### config.mk
export PLATFORM = sky130hd
export DESIGN_NAME = qc_ldpc_encoder
export DESIGN_NICKNAME = d
export VERILOG_FILES = /design/src/rtl/qc_enc_pkg.sv /design/src/rtl/qc_circ_mac.sv /design/src/rtl/qc_ldpc_encoder.sv
export SDC_FILE = /design/constraint.sdc
export NUM_CORES = 2
export LEC_CHECK = 0
export ABC_AREA = 0
export BUFFER_PORTS_ARGS = -buffer_cell sky130_fd_sc_hd__buf_4
export CORE_ASPECT_RATIO = 0.75
export CORE_MARGIN = 2
export CORE_UTILIZATION = 64
export DETAILED_ROUTE_END_ITERATION = 8
export PLACE_DENSITY = 0.8
export SETUP_SLACK_MARGIN = 0.4
export SLEW_MARGIN = 10
export SYNTH_ARGS = -nofsm -noshare
export SYNTH_HDL_FRONTEND = slang
export SYNTH_SLANG_ARGS = --single-unit
### constraint.sdc
create_clock -name clk -period 3.65 [get_ports clk]
set_clock_uncertainty 0.2 [all_clocks]
set_input_delay 0.1825 -clock clk [delete_from_list [all_inputs] [get_ports clk]]
set_output_delay 0.1825 -clock clk [all_outputs]
set_load 0.02 [all_outputs]
### src/rtl/qc_enc_pkg.sv
// ----------------------------------------------------------------------------
// qc_enc_pkg
//   Shared types and helpers for the quasi-cyclic LDPC parity encoder.
//   - state_t   : encoder FSM states
//   - cnt_width : counter width for a 0..n-1 counter, never less than 1 bit
// ----------------------------------------------------------------------------
package qc_enc_pkg;

    typedef enum logic [1:0] {
        IDLE  = 2'd0,
        LOAD  = 2'd1,
        ACCUM = 2'd2,
        DRAIN = 2'd3
    } state_t;

    function automatic int cnt_width(input int n);
        return (n > 1) ? $clog2(n) : 1;
    endfunction

endpackage

### src/rtl/qc_circ_mac.sv
// ----------------------------------------------------------------------------
// qc_circ_mac
//   One parity circulant block. Holds the current generator row (already
//   rotated to the current beat position) and a Z-bit parity accumulator.
//   Each accepted beat XORs the P-lane product into the accumulator and
//   advances the row by P positions.
// Ports
//   clk     in   1   clock
//   rst     in   1   synchronous active-high reset
//   load    in   1   capture row_in into the row register
//   row_in  in   Z   generator first-row for the current info column
//   step    in   1   an info beat is accepted this cycle
//   first   in   1   first beat of the frame: overwrite acc instead of XOR
//   clear   in   1   zero the accumulator (final parity word handed off)
//   data    in   P   info bits of the beat, data[0] earliest
//   acc     out  Z   parity accumulator
// ----------------------------------------------------------------------------
module qc_circ_mac #(
    parameter int Z = 256,
    parameter int P = 8
) (
    input  logic         clk,
    input  logic         rst,
    input  logic         load,
    input  logic [Z-1:0] row_in,
    input  logic         step,
    input  logic         first,
    input  logic         clear,
    input  logic [P-1:0] data,
    output logic [Z-1:0] acc
);

    logic [Z-1:0] row_q;
    logic [Z-1:0] prod;

    // Result bit i takes source bit (i-n) mod Z, so info bit t lands the
    // generator row on acc[i] as g[(i-t) mod Z].
    function automatic logic [Z-1:0] rot_up(input logic [Z-1:0] v, input int n);
        logic [Z-1:0] r;
        for (int i = 0; i < Z; i++) begin
            r[i] = v[(i + Z - n) % Z];
        end
        return r;
    endfunction

    // row_q already carries the beat offset b*P; lane j adds a further j.
    always_comb begin
        prod = '0;
        for (int j = 0; j < P; j++) begin
            if (data[j]) begin
                prod = prod ^ rot_up(row_q, j);
            end
        end
    end

    always_ff @(posedge clk) begin
        if (rst) begin
            row_q <= '0;
            acc   <= '0;
        end else begin
            if (load) begin
                row_q <= row_in;
            end else if (step) begin
                row_q <= rot_up(row_q, P);
            end

            if (clear) begin
                acc <= '0;
            end else if (step) begin
                acc <= first ? prod : (acc ^ prod);
            end
        end
    end

endmodule

### src/rtl/qc_ldpc_encoder.sv
// ----------------------------------------------------------------------------
// qc_ldpc_encoder
//   Quasi-cyclic LDPC parity encoder. Takes K = KB*Z info bits at P bits per
//   beat, accumulates M = MB*Z parity bits from rotated circulant generator
//   rows, then streams the parity out P bits per beat (block 0 first, LSW
//   first within a block).
//
//   Generator rows come from GEN_ROWS: entry kb*MB+mb occupies bits
//   [(kb*MB+mb)*Z +: Z] and holds the first row of circulant (kb, mb).
//
//   Optional build macro QC_ENC_SYSTEMATIC_EN: info words are echoed on
//   out_data while they are accepted (in_ready then follows out_ready), so the
//   output stream is the full systematic codeword, info then parity.
//
// Ports
//   clk            in   1   clock
//   rst            in   1   synchronous active-high reset
//   in_data        in   P   info bits, in_data[0] earliest
//   in_valid       in   1   info word valid
//   in_ready       out  1   encoder accepts info word
//   out_data       out  P   output word
//   out_valid      out  1   output word valid
//   out_ready      in   1   downstream accepts output word
//   out_is_parity  out  1   out_data carries parity
//   out_last       out  1   last word of the codeword
//   busy           out  1   frame in progress
//
// FSM
//   state | meaning
//   IDLE  | waiting for in_valid; nothing consumed
//   LOAD  | one cycle: latch generator rows of column kb into the MACs
//   ACCUM | accepting Z/P info beats of column kb
//   DRAIN | streaming MB*Z/P parity words
// ----------------------------------------------------------------------------
module qc_ldpc_encoder
    import qc_enc_pkg::*;
#(
    parameter int Z  = 256,
    parameter int P  = 8,
    parameter int KB = 4,
    parameter int MB = 1,
    parameter logic [KB*MB*Z-1:0] GEN_ROWS = '0
) (
    input  logic         clk,
    input  logic         rst,
    input  logic [P-1:0] in_data,
    input  logic         in_valid,
    output logic         in_ready,
    output logic [P-1:0] out_data,
    output logic         out_valid,
    input  logic         out_ready,
    output logic         out_is_parity,
    output logic         out_last,
    output logic         busy
);

    localparam int BEATS       = Z / P;
    localparam int DRAIN_BEATS = MB * BEATS;
    localparam int BW          = cnt_width(BEATS);
    localparam int KW          = cnt_width(KB);
    localparam int DW          = cnt_width(DRAIN_BEATS);

    state_t          state;
    logic [BW-1:0]   beat_cnt;
    logic [KW-1:0]   kb_cnt;
    logic [DW-1:0]   drain_cnt;
    logic            in_ready_q;
    logic            out_valid_q;
    logic            out_last_q;
    logic            out_is_par_q;
    logic            busy_q;

    logic            in_fire;
    logic            out_fire;
    logic            mac_load;
    logic            mac_step;
    logic            mac_first;
    logic            mac_clear;
    logic [MB-1:0][Z-1:0] gen_sel;
    logic [MB-1:0][Z-1:0] acc_blk;
    logic [MB*Z-1:0] acc_flat;
    logic [P-1:0]    par_word;

`ifdef QC_ENC_SYSTEMATIC_EN
    assign in_ready  = in_ready_q & out_ready;
    assign out_valid = out_valid_q | (in_ready_q & in_valid);
    assign out_data  = in_ready_q ? in_data : par_word;
`else
    assign in_ready  = in_ready_q;
    assign out_valid = out_valid_q;
    assign out_data  = par_word;
`endif
    assign out_is_parity = out_is_par_q;
    assign out_last      = out_last_q;
    assign busy          = busy_q;

    // Drain handshakes only; echoed info words complete through in_fire.
    assign in_fire   = in_valid & in_ready;
    assign out_fire  = out_valid_q & out_ready;
    assign mac_load  = (state == LOAD);
    assign mac_step  = (state == ACCUM) & in_fire;
    assign mac_first = mac_step & (kb_cnt == '0) & (beat_cnt == '0);
    assign mac_clear = out_fire & out_last_q;

    always_comb begin
        gen_sel = '0;
        for (int k = 0; k < KB; k++) begin
            if (kb_cnt == KW'(k)) begin
                for (int m = 0; m < MB; m++) begin
                    gen_sel[m] = GEN_ROWS[(k*MB + m)*Z +: Z];
                end
            end
        end
    end

    for (genvar m = 0; m < MB; m++) begin : g_mac
        qc_circ_mac #(
            .Z (Z),
            .P (P)
        ) u_mac (
            .clk    (clk),
            .rst    (rst),
            .load   (mac_load),
            .row_in (gen_sel[m]),
            .step   (mac_step),
            .first  (mac_first),
            .clear  (mac_clear),
            .data   (in_data),
            .acc    (acc_blk[m])
        );
    end

    // Block mb sits at bits [mb*Z +: Z], so a linear word index walks the
    // parity mb-major, least-significant word first.
    assign acc_flat = acc_blk;

    always_comb begin
        par_word = '0;
        for (int n = 0; n < DRAIN_BEATS; n++) begin
            if (out_valid_q && (drain_cnt == DW'(n))) begin
                par_word = acc_flat[n*P +: P];
            end
        end
    end

    always_ff @(posedge clk) begin
        if (rst) begin
            state        <= IDLE;
            beat_cnt     <= '0;
            kb_cnt       <= '0;
            drain_cnt    <= '0;
            in_ready_q   <= 1'b0;
            out_valid_q  <= 1'b0;
            out_last_q   <= 1'b0;
            out_is_par_q <= 1'b0;
            busy_q       <= 1'b0;
        end else begin
            case (state)
                IDLE: begin
                    if (in_valid) begin
                        state  <= LOAD;
                        busy_q <= 1'b1;
                    end
                end
                LOAD: begin
                    state      <= ACCUM;
                    in_ready_q <= 1'b1;
                end
                ACCUM: begin
                    if (in_fire) begin
                        if (beat_cnt == BW'(BEATS - 1)) begin
                            beat_cnt   <= '0;
                            in_ready_q <= 1'b0;
                            if (kb_cnt == KW'(KB - 1)) begin
                                state        <= DRAIN;
                                out_valid_q  <= 1'b1;
                                out_is_par_q <= 1'b1;
                                out_last_q   <= (DRAIN_BEATS == 1);
                            end else begin
                                kb_cnt <= kb_cnt + 1'b1;
                                state  <= LOAD;
                            end
                        end else begin
                            beat_cnt <= beat_cnt + 1'b1;
                        end
                    end
                end
                DRAIN: begin
                    if (out_fire) begin
                        if (out_last_q) begin
                            drain_cnt    <= '0;
                            kb_cnt       <= '0;
                            out_valid_q  <= 1'b0;
                            out_last_q   <= 1'b0;
                            out_is_par_q <= 1'b0;
                            busy_q       <= 1'b0;
                            state        <= IDLE;
                        end else begin
                            drain_cnt  <= drain_cnt + 1'b1;
                            out_last_q <= (drain_cnt == DW'(DRAIN_BEATS - 2));
                        end
                    end
                end
                default: state <= IDLE;
            endcase
        end
    end

endmodule

Word-level counts from Yosys, hierarchy flattened

Index checks and enable logic that the tools add are counted.

Flip-flop bits (word level): 530
Input port bits: 12
Output and inout bits: 13
Word-level logic and storage cells: 190

Add/subtract/negate cells: 3
Equality and inequality tests: 43
Multiplexer cells: 71
Bitwise operators: 14
Reduce and logical (&&, ||, !) cells: 49

Operator list:

| operator              | count |
|---|---|
| $mux W256             | 9 |
| $xor A256 B256 Y256   | 8 |
| $mux W8               | 32 |
| $eq A5 B5 Y1 const B  | 17 |
| $eq A5 B4 Y1 const B  | 8 |
| $logic_and A1 B1 Y1   | 32 |
| $eq A5 B3 Y1 const B  | 4 |
| $mux W2               | 9 |
| $mux W1               | 13 |
| $reduce_and A6 Y1     | 2 |
| $add A5 B1 Y5 const B | 2 |
| $eq A5 B2 Y1 const B  | 2 |
| $logic_not A5 Y1      | 2 |
| $mux W5               | 2 |
| $ne A2 B2 Y1 const B  | 5 |
| $reduce_and A5 Y1     | 2 |
| $pmux W1 S2           | 4 |
| $pmux W2 S4           | 1 |
| $and A1 B1 Y1         | 6 |
| $eq A2 B2 Y1 const B  | 3 |
| $reduce_bool A2 Y1    | 3 |
| $eq A5 B1 Y1 const B  | 1 |
| $logic_not A2 Y1      | 2 |
| $ne A2 B1 Y1 const B  | 2 |
| 7 further kinds       | 9 |

Longest topological paths before layout

Depth after elaboration: 34
Depth in mapped cells: 13
Mapped depth without buffers: 9

Cells and area by module

From an unflattened synthesis, not the netlist that was laid out.

Cell total of the unflattened synthesis: 8,116
Area total of the unflattened synthesis: 55,044.0 sq um

By module, submodules not included:

| module          | instances | cells each | area an instance (sq um) | sequential area each (sq um) |
|---|---|---|---|---|
| qc_circ_mac     | 1         | 7,447      | 50,721.1                 | 10,249.8 |
| qc_ldpc_encoder | 1         | 669        | 4,322.9                  | 360.3 |

Least setup slack after synthesis

Ideal clock, no wire load.

Path type: reg2out
Start: register drain_cnt[0]
End: output port out_data[1]
Arrival: 2.958 ns
Required time: 3.267 ns
Path slack: 0.309 ns
Stages on the path, launching flop included: 13
Buffers on the path: 3
Path through: dfxtp_1 ha_1 buf_2 buf_2 buf_1 and3_1 ha_1 nand2_1 nor3_1 a2bb2oi_1 a311oi_1 a2111oi_0 o21ai_1

Longest elaborated chain between the ends: 34
Elaborated cells between the ends (all ways): 96
Those cells by class: eq/ne: 31; mux: 32; reduce/logical: 33

Ends and longest elaborated chain:

| element                | RTL line               | RTL |
|---|---|---|
| start, declared        | qc_ldpc_encoder.sv:66  | `logic [DW-1:0] drain_cnt;` |
| start signal, assigned | qc_ldpc_encoder.sv:199 | `drain_cnt <= drain_cnt + 1'b1;` |
| $logic_not A5 Y1       | qc_ldpc_encoder.sv:140 | `if (out_valid_q && (drain_cnt == DW'(n))) begin` |
| $logic_and A1 B1 Y1    | qc_ldpc_encoder.sv:140 |  |
| $mux W8 (31 in a row)  | qc_ldpc_encoder.sv:140 |  |
| $mux W8 (*)            | qc_ldpc_encoder.sv:140 |  |
| end, declared          | qc_ldpc_encoder.sv:49  | `output logic [P-1:0] out_data,` |

Every way passes the cells marked *; elsewhere a longest branch is shown, timed or not.

Final worst setup path

Ends and elaborated chain as after synthesis.

==> impl_metrics.tcl <==
set metrics [dict create \
    share_seq_of_total_power 0.428 \
    yosys.area.top_type "xnor2_1" \
    min_path_type "input pin to register" \
    holdPathEnd "g_mac[0].u_mac.acc[49]" \
    asyncSetResetFlopFracSynth 0 \
    largest_net_degree_at_the_start_of_global_routing 153 \
    drt.antenna.violating_nets 0 \
    synth_sequential_area_ratio 0.208 \
    worst-r2r-setup-slack_ps 660 \
    design.core.area_um2 78800 \
    synthTopCellsByArea "xnor2_1 (22%), dfxtp_1 (21%), nand2_1 (19%)" \
    std_cell_rows 89 \
    clk_path_buf_depth 3 \
    place.gp.congestion 0.972 \
    ff2ff_path_depth 8 \
    irDropWorstVdd_uv 368 \
    pwr-share-clk 0.502 \
    p_sw_frac 0.262 \
    fill_cells 6578 \
    antenna_found_initial 3 \
    synth_largest_type_area_fraction 0.219 \
    cp_data_required_time_ps 3270 \
    synthCells 7802 \
    hold_path_depth 7 \
    design_power_total_mw 13.5 \
    firstDrtPassIters 9 \
    min_from "in_data[6]" \
    post-synth-top-count-cell "nand2_1" \
    power_report.internal_total_mw 9.98 \
    timing.fmax_mhz 279 \
    critical_path_class "register to output pin" \
    buffer_ports.inserted 24 \
    final_layout_size_suffix_gt1_frac 0.0650 \
    tritoncts "built" \
    synth-seq-cells 530 \
    finalHoldViolCount 0 \
    synth_flop_cell "dfxtp_1" \
    register_area_um2 10600 \
    chipWidth_um 330 \
    fin_ws_ps 72.0 \
    area_delta_synth_final_pct 7.81 \
    via_count 51353 \
    p_switching_mw 3.55 \
    grt_usage 0.369 \
    clock_tree.htree_level_count 2 \
    final_net_count 7372 \
    worst_setup_path_start_kind "register" \
    end_kind "output pin" \
    max_cap_violations 0 \
    worstReg2RegStart "kb_cnt[0]" \
    cellPowerDensity_nw_per_um2 246 \
    grt_first_pass_wirelength_um 252000 \
    status "finished with violations" \
    netlist_top_cells_count "nand2_1 (2644), xnor2_1 (1281), a21oi_1 (832)" \
    cts.sinks 530 \
    syn_nets 7825 \
    later_pin_clock_latency_in_the_skew_report_ps 700 \
    routedWlPerCell_um 19.0 \
    violations "design-rule violations" \
    cp.arrival_ps 3200 \
    first_iter_violations 6797 \
    sum_of_negative_setup_slack_ps 0 \
    r2r-end "g_mac[0].u_mac.acc[56]" \
    multiInputGateArea_um2 38000 \
    detailedPlacementHpwl_um 106000 \
    critPathMaxFanout 5 \
    share_comb_of_total_power 0.070 \
    clk_transition_reported_paths_ps 60 \
    maxSlewHeadroom 0.378 \
    detail_route.vias_per_cell 6.08 \
    pre_cts_slack_ps -26.1 \
    io_pins 25 \
    maxSlewViolCount 0 \
    drt_total_wl_um 160000 \
    synth_cell_type_count 73 \
    rsz_0062_raised_after_global_routing "true" \
    vias_in_the_first_global_route 45746 \
    clock-root-buffer "clkbuf_16" \
    final.period_utilization 0.980 \
    synth_edf_count 0 \
    fin_crit_ps 3580 \
    remaining_drc_errors 2 \
    floorplan.initialDensity 0.648 \
    vertical_die_dimension_um 249 \
    setup_viol_count_final 0 \
    grt_remaining_overflow 0 \
    post_synth_design_cell_area_um2 51100 \
    tightestPinTransition_ps 933 \
    cts_buffers 60 \
    synthesis.yosys.warnings 0 \
    avgSynthCellArea_um2 6.55 \
    dieArea_um2 82200 \
    leakagePower_nw 15.2 \
]
[registers in the layout, indices dropped and copies added, names as in the netlist]
name and flops:
state 2, g_mac.u_mac.acc 256, g_mac.u_mac.row_q 256, kb_cnt 2, beat_cnt 5, out_last 1, drain_cnt 5, in_ready 1
out_is_parity 1, busy 1
[what timing repair did]
action | CTS | global route
setup buffers | 14 | 29
gates resized for setup | 102 | 99
hold buffers | 4 | 0
setup endpoints to repair | 8 | 8
gates cloned | 0 | 9
pin swaps | 20 | 40
endpoints found under the hold margin | 52 | 0
[critical path, stage by stage (launching register included)]
cell       delay (ps)
dfxtp_4           370
buf_6             120
ha_4              180
buf_6             150
nor3b_4           150
o311ai_2          250
o221ai_2          190
a311oi_2          360
a2111oi_4         130
buf_4             170
o21ai_4           250
buf_6             160
[layout make-up]
type                       instances  share of cell area
tap                             1046              0.0238
clock inverter                    37             0.00967
clock buffer                      73              0.0298
sequential                       530               0.193
multi-input combinational       6485               0.689
inverter                          18             0.00157
antenna                            1           0.0000454
timing repair buffer             254              0.0529
[worst max path at each step]
| stage | start | endpoint | slack (ps) | cells past startpoint |
|---|---|---|---|---|
| final | drain_cnt[0] | out_data[1] | 70 | 11 |
| after global routing | drain_cnt[1] | out_data[1] | 20 | 11 |
| after global placement | drain_cnt[0] | out_data[1] | 40 | 11 |
| after floorplan | drain_cnt[0] | out_data[1] | 420 | 12 |
| after CTS | drain_cnt[0] | out_data[2] | 110 | 10 |
| after detailed placement | drain_cnt[0] | out_data[1] | -30 | 11 |
[cells by family after synthesis]
kind of cell | after synthesis | share of synthesized area
adders and majority gates | 11 | 0.00269
and+or+nand+nor | 3370 | 0.262
xor gates and xnor gates | 1796 | 0.308
DFF | 530 | 0.208
AOI/OAI and AO/OA | 1307 | 0.156
buffers and inverters | 787 | 0.0635
muxes | 1 | 0.000196
[layout by cell type (no fill, tap or decap), drive strengths merged, types with 6 or more instances in the layout]
| master | instances |
|---|---|
| o211ai | 20 |
| a211oi | 10 |
| bufinv | 11 |
| ha | 11 |
| xor2 | 515 |
| a2bb2oi | 260 |
| nand3 | 283 |
| clkinv | 16 |
| nor4 | 6 |
| nand2b | 15 |
| o32ai | 7 |
| o21ai | 66 |
| a221o | 6 |
| clkbuf | 82 |
| nand3b | 13 |
| a31oi | 17 |
| o31ai | 8 |
| nand2 | 2645 |
| nor3b | 7 |
| xnor2 | 1281 |
| a22oi | 9 |
| nor2 | 314 |
| clkinvlp | 8 |
| o22ai | 10 |
| nand4 | 7 |
| inv | 20 |
| a221oi | 13 |
| and3 | 14 |
| buf | 241 |
| dfxtp | 530 |
| a21oi | 833 |
| nor3 | 24 |
| nor2b | 8 |
| o221ai | 10 |
[stage by stage]
step	instance area, µm²	std cells	util	hold WS, ps
final	55100	8444	0.699	144
after global routing	55100	8444	0.699	161
after detailed placement	51500	8277	0.653	295
after floorplan	51100	7802	-	123
after global placement	51500	8277	0.653	269
after CTS	54200	8405	0.688	126
[routing by layer]
layer	part of all wire	track usage	vias up
li1	-	-	24114
met1	0.42	0.537	24331
met2	0.45	0.569	2634
met3	0.11	0.0581	270
met4	0.019	0.0786	4
met5	0.00014	0	-
[power by group through the flow]
| stage | combinational, mW | sequential, mW | clock, mW |
|---|---|---|---|
| 5_1_grt | 0.984 | 5.79 | 7.05 |
| 4_1_cts | 0.912 | 5.80 | 6.84 |
| 6_report | 0.944 | 5.80 | 6.79 |
| 3_3_place_gp | 0.902 | 5.93 | 0 |
| 3_5_place_dp | 0.904 | 5.93 | 0 |
| 2_1_floorplan | 0.573 | 5.93 | 0 |
(Power assumes the default switching activity.)
